[src/rtl/pipe_pkg.sv]
// pipe_pkg: shared widths, FSM state enum and stage payload structs for the EX/MEM/WB pipe.
// Rev 1.0
`default_nettype none

package pipe_pkg;

   localparam int XLEN   = 32;
   localparam int REG_AW = 5;

   typedef enum logic [0:0] {
      IDLE = 1'b0,
      WAIT = 1'b1
   } state_t;

   typedef struct packed {
      logic              valid;
      logic              reg_write;
      logic              mem_to_reg;
      logic              mem_read;
      logic              mem_write;
      logic [REG_AW-1:0] rd;
      logic [XLEN-1:0]   alu_result;
      logic [XLEN-1:0]   store_data;
   } ex_mem_t;

   typedef struct packed {
      logic              reg_write;
      logic [REG_AW-1:0] rd;
      logic [XLEN-1:0]   write_data;
   } mem_wb_t;

   // x0 is hardwired to zero, so a write to it is never a real write.
   function automatic logic rd_writes(input logic we, input logic [REG_AW-1:0] rd);
      return we && (rd != '0);
   endfunction

endpackage

`default_nettype wire

[src/rtl/mem_wait_fsm.sv]
// mem_wait_fsm: data-memory wait tracker producing the pipeline stall (Rev 1.0).
// Optional stall counter enabled by MEM_STALL_CNT_EN.
`default_nettype none

module mem_wait_fsm
   import pipe_pkg::*;
(
   input  logic        clk_i,
   input  logic        rst_i,
   input  logic        mem_op,
   input  logic        dmem_ready_i,
   output logic        stall,
   output state_t      state
`ifdef MEM_STALL_CNT_EN
   ,
   output logic [31:0] perf_stall_cnt
`endif
);

   state_t next_state;

   always_ff @(posedge clk_i or posedge rst_i) begin
      if (rst_i) begin
         state <= IDLE;
      end else begin
         state <= next_state;
      end
   end

   // Ready is used combinationally so a zero-wait memory never stalls.
   always_comb begin
      next_state = state;
      stall      = mem_op && !dmem_ready_i;
      case (state)
         IDLE:    if (stall)        next_state = WAIT;
         WAIT:    if (dmem_ready_i) next_state = IDLE;
         default: next_state = IDLE;
      endcase
   end

`ifdef MEM_STALL_CNT_EN
   always_ff @(posedge clk_i or posedge rst_i) begin
      if (rst_i) begin
         perf_stall_cnt <= '0;
      end else if (stall && (perf_stall_cnt != 32'hFFFF_FFFF)) begin
         perf_stall_cnt <= perf_stall_cnt + 32'd1;
      end
   end
`endif

endmodule

`default_nettype wire

[src/rtl/ex_mem_wb_pipe.sv]
// ex_mem_wb_pipe: EX/MEM and MEM/WB pipeline registers with variable-latency dmem handshake (Rev 1.0).
// Define MEM_STALL_CNT_EN to add the perf_stall_cnt_o stall counter.
`default_nettype none

module ex_mem_wb_pipe
   import pipe_pkg::*;
(
   input  logic              clk_i,
   input  logic              rst_i,
   input  logic              ex_RegWrite_i,
   input  logic              ex_MemToReg_i,
   input  logic              ex_MemRead_i,
   input  logic              ex_MemWrite_i,
   input  logic [REG_AW-1:0] ex_Rd_i,
   input  logic [XLEN-1:0]   ex_ALUResult_i,
   input  logic [XLEN-1:0]   ex_StoreData_i,
   output logic              stall_o,
   output logic              dmem_req_o,
   output logic              dmem_we_o,
   output logic [XLEN-1:0]   dmem_addr_o,
   output logic [XLEN-1:0]   dmem_wdata_o,
   input  logic              dmem_ready_i,
   input  logic [XLEN-1:0]   dmem_rdata_i,
   output logic              RegWrite_p_o,
   output logic [REG_AW-1:0] Rd_p_o,
   output logic [XLEN-1:0]   Result_p_o,
   output logic              RegWrite_pp_o,
   output logic [REG_AW-1:0] Rd_pp_o,
   output logic [XLEN-1:0]   WriteData_pp_o
`ifdef MEM_STALL_CNT_EN
   ,
   output logic [31:0]       perf_stall_cnt_o
`endif
);

   ex_mem_t ex_mem_q;
   ex_mem_t ex_mem_d;
   mem_wb_t mem_wb_q;
   mem_wb_t mem_wb_d;
   logic    mem_op;
   logic    stall;
   state_t  state;

   // Store wins over a conflicting load, and a store never writes a register.
   always_comb begin
      ex_mem_d            = '0;
      ex_mem_d.valid      = 1'b1;
      ex_mem_d.reg_write  = ex_RegWrite_i && !ex_MemWrite_i;
      ex_mem_d.mem_to_reg = ex_MemToReg_i;
      ex_mem_d.mem_read   = ex_MemRead_i && !ex_MemWrite_i;
      ex_mem_d.mem_write  = ex_MemWrite_i;
      ex_mem_d.rd         = ex_Rd_i;
      ex_mem_d.alu_result = ex_ALUResult_i;
      ex_mem_d.store_data = ex_StoreData_i;
   end

   assign mem_op = ex_mem_q.valid && (ex_mem_q.mem_read || ex_mem_q.mem_write);

   always_comb begin
      mem_wb_d            = '0;
      mem_wb_d.reg_write  = ex_mem_q.valid && rd_writes(ex_mem_q.reg_write, ex_mem_q.rd);
      mem_wb_d.rd         = ex_mem_q.rd;
      mem_wb_d.write_data = ex_mem_q.mem_to_reg ? dmem_rdata_i : ex_mem_q.alu_result;
   end

   mem_wait_fsm u_fsm (
      .clk_i          (clk_i),
      .rst_i          (rst_i),
      .mem_op         (mem_op),
      .dmem_ready_i   (dmem_ready_i),
      .stall          (stall),
      .state          (state)
`ifdef MEM_STALL_CNT_EN
      ,
      .perf_stall_cnt (perf_stall_cnt_o)
`endif
   );

   // While stalled EX/MEM holds its request and MEM/WB takes a bubble.
   always_ff @(posedge clk_i or posedge rst_i) begin
      if (rst_i) begin
         ex_mem_q <= '0;
         mem_wb_q <= '0;
      end else if (stall) begin
         mem_wb_q <= '0;
      end else begin
         ex_mem_q <= ex_mem_d;
         mem_wb_q <= mem_wb_d;
      end
   end

   assign stall_o        = stall;
   assign dmem_req_o     = mem_op;
   assign dmem_we_o      = mem_op && ex_mem_q.mem_write;
   assign dmem_addr_o    = ex_mem_q.alu_result;
   assign dmem_wdata_o   = ex_mem_q.store_data;

   assign RegWrite_p_o   = ex_mem_q.valid && rd_writes(ex_mem_q.reg_write, ex_mem_q.rd);
   assign Rd_p_o         = ex_mem_q.rd;
   assign Result_p_o     = ex_mem_q.alu_result;

   assign RegWrite_pp_o  = rd_writes(mem_wb_q.reg_write, mem_wb_q.rd);
   assign Rd_pp_o        = mem_wb_q.rd;
   assign WriteData_pp_o = mem_wb_q.write_data;

   // A pending request is never withdrawn while waiting.
   a_req_held : assert property (@(posedge clk_i) disable iff (rst_i) (state == WAIT) |-> mem_op);

endmodule

`default_nettype wire

[config.mk]
export PLATFORM = sky130hd
export DESIGN_NAME = ex_mem_wb_pipe
export DESIGN_NICKNAME = d
export VERILOG_FILES = /design/src/rtl/pipe_pkg.sv /design/src/rtl/mem_wait_fsm.sv /design/src/rtl/ex_mem_wb_pipe.sv
export SDC_FILE = /design/constraint.sdc
export NUM_CORES = 1
export LEC_CHECK = 0
export BUFFER_PORTS_ARGS = -buffer_cell sky130_fd_sc_hd__clkbuf_2
export CORE_ASPECT_RATIO = 1.5
export CORE_MARGIN = 2
export CORE_UTILIZATION = 36
export DETAILED_ROUTE_END_ITERATION = 6
export GPL_ROUTABILITY_DRIVEN = 0
export PLACE_DENSITY = 0.66
export REMOVE_ABC_BUFFERS = 1
export SYNTH_ARGS = -nofsm -noshare
export SYNTH_HDL_FRONTEND = slang
export SYNTH_SLANG_ARGS = --single-unit
[constraint.sdc]
create_clock -name clk_i -period 8.43 [get_ports clk_i]
set_clock_uncertainty 0.15 [all_clocks]
set_input_delay 1.686 -clock clk_i [delete_from_list [all_inputs] [get_ports clk_i]]
set_output_delay 1.686 -clock clk_i [all_outputs]
set_load 0.1 [all_outputs]
==> impl_metrics.env <==
export IMPL_end_kind="primary output"
export IMPL_clockBufferDepth=2
export IMPL_avgViaCountPerCell=4.267
export IMPL_routed_wl_mm=11.09
export IMPL_avgSynthCellArea_um2=13.38
export IMPL_grt_pass1_wl_mm=17.04
export IMPL_layout_common_cells="clkbuf_2 (250), dfrtp_1 (111), mux2_4 (60)"
export IMPL_cts_setup_buffers=0
export IMPL_diodes=0
export IMPL_postSynthCellCount=423
export IMPL_cts_resized=0
export IMPL_yosysWarningCount=0
export IMPL_status="finished, final reports clean"
export IMPL_finalWorstPathRequiredPeriod_ns=4.381
export IMPL_drv_slew=0
export IMPL_cp_cell_sequence="clkbuf_2 -> nor2b_4 -> o21a_4 -> clkbuf_2"
export IMPL_first_global_vias=3241
export IMPL_syn_to_final_growth_pct=10.48
export IMPL_nNetsFinal=641
export IMPL_io_pins=251
export IMPL_min_path_type="reg2reg"
export IMPL_row_count=56
export IMPL_ant_nets=0
export IMPL_grt_max_degree=71
export IMPL_wire_per_inst_um=15.03
export IMPL_pre_cts_ws_ns=4.029
export IMPL_h_tree_depth=3
export IMPL_async_flop_share_pct=100.0
export IMPL_finalSetupTns_ns=0
export IMPL_cts_sinks=112
export IMPL_dp_hpwl_mm=8.299
export IMPL_startpoint="dmem_ready_i"
export IMPL_min_period_over_period_pct=51.97
export IMPL_cts_tree="built"
export IMPL_die_x_um=106.4
export IMPL_first_iter_violations=62
export IMPL_critPathArrivalTime_ns=2.55
export IMPL_die_y_um=157.5
export IMPL_layout_drive_gt1_share_pct=63.55
export IMPL_antenna_found_initial=0
export IMPL_cpPeakStageDelay_ns=0.46
export IMPL_regToRegStartpoint="ex_mem_q[73]"
export IMPL_num_vias=3149
export IMPL_seq_area_frac_synth_pct=49.54
export IMPL_die_area_mm2=0.01676
export IMPL_synthFlopType="dfrtp_1"
export IMPL_coreArea_mm2=0.01548
export IMPL_cp_max_fo=4
export IMPL_first_pass_iters=4
export IMPL_cts_buffers=9
export IMPL_track_usage_pct=13.20
export IMPL_drc=0
export IMPL_critPathLaunchType="input pin"
export IMPL_hold_violations=0
export IMPL_synth_seq_cells=112
export IMPL_synth_edf_count=0
export IMPL_crit_top_cell="clkbuf_2"
export IMPL_cap_violations=0
export IMPL_cp_required_ns=6.59
export IMPL_clk_pin_slew_worst_paths_ns=0.07
export IMPL_port_buffers=250
export IMPL_setup_viol=0
export IMPL_start_util_pct=36.54
export IMPL_slew_headroom_pct=30.70
export IMPL_min_delay_start="dmem_wdata_o[18]"
export IMPL_clkLatencyLatePin_ns=0.34
export IMPL_fmax_mhz=228.3
export IMPL_rsz0062_at_grt="false"
export IMPL_setup_ws_ns=4.049
export IMPL_p_leak_nw=3.325
export IMPL_slowest_stage="clkbuf_2"
export IMPL_synth_cell_area_mm2=0.005658
export IMPL_layout_commonest_cell="clkbuf_2"
export IMPL_grt_overflow=0
export IMPL_tightestPinTransition_ns=1.039
export IMPL_postCtsHoldBufs=0
export IMPL_synth_cell_types=22
export IMPL_power_density_mw_per_mm2=278.8
export IMPL_worst_setup_path_type="in2out"
export IMPL_vdd_drop_max_mv=0.1156
export IMPL_root_buffer="clkbuf_16"
[registers in the layout, summed over array words and instances, names as in the netlist]
| name | count |
|---|---|
| mem_wb_q | 1 |
| dmem_wdata_o | 32 |
| ex_mem_q | 5 |
| Result_p_o | 32 |
| WriteData_pp_o | 32 |
| Rd_p_o | 5 |
| Rd_pp_o | 5 |
[kinds of logic after synthesis]
| logic type | count (synthesis) | share of synthesized area [%] |
|---|---|---|
| mux | 103 | 23.77 |
| buf+inv | 156 | 21.98 |
| simple gates | 45 | 3.671 |
| other cells | 1 | 0.06628 |
| flops | 112 | 49.54 |
| compound gates | 6 | 0.9728 |
[area by class of cell]
cell class              count  area (um2)
well taps                 203       254.0
repair buffers            253        1274
inverters                   2       10.01
multi-input cells         155        1612
clock inverters             3       68.82
fillers                  1485        9234
flip-flops and latches    112        2804
clock buffers              10       229.0
[critical path: cells and delay by family]
family	cells	cell delay (ns)
buffers and inverters	2	0.56
AND/OR/NAND/NOR	1	0.14
AO/OA/AOI/OAI	1	0.15
[path summary, 6_finish.rpt]
kind / to / cells after the start / slack [ns]
worst max register to register: Result_p_o[13] / 5 / 5.58
max in group asynchronous: WriteData_pp_o[16] / 3 / 5.58
worst min register to register: dmem_wdata_o[18] / 1 / 0.36
worst max-delay path: stall_o / 4 / 4.05
min in group asynchronous: dmem_wdata_o[3] / 2 / 1.23
worst min-delay path: dmem_wdata_o[18] / 1 / 0.36
[synthesized netlist by cell type (2+ instances only)]
library cell	count	area share, %
nor2_1	32	2.1
buf_4	139	18
inv_1	2	0.13
buf_2	6	0.53
mux2i_1	32	5.7
buf_12	7	2.5
mux2_2	11	2.2
nor2b_1	7	0.77
o21a_1	2	0.27
mux2_4	60	16
dfrtp_1	112	50
and2_1	2	0.22
buf_6	2	0.40
[metal layers]
layer,routed length (um),up-vias,track usage [%]
met5,0,-,0
met4,121,0,5.326
met3,709,8,3.478
met2,5879,130,22.37
met1,4379,1556,15.89
li1,-,1455,-
[report_power, final]
| group | leakage (nW) | switching (W) | internal, W | total, W |
|---|---|---|---|---|
| clock network | 0.145 | 0.000183 | 0.000257 | 0.000440 |
| registers | 1.32 | 0.0000406 | 0.000588 | 0.000628 |
| logic | 1.86 | 0.000556 | 0.000118 | 0.000674 |
| total | 3.33 | 0.000779 | 0.000963 | 0.00174 |
[per-stage QoR]
step	cell area, um2	cells	hold WS (ns)	util [%]	total power (W)
3_3_place_gp	5953	725	0.3458	38.45	0.001312
5_1_grt	6251	738	0.3755	40.37	0.001804
3_5_place_dp	5953	725	0.3449	38.45	0.001319
6_report	6251	738	0.3635	40.37	0.001743
2_1_floorplan	4422	269	0.3321	-	0.001194
4_1_cts	6251	738	0.3640	40.37	0.001767
Power figures use the tool's default switching activity.
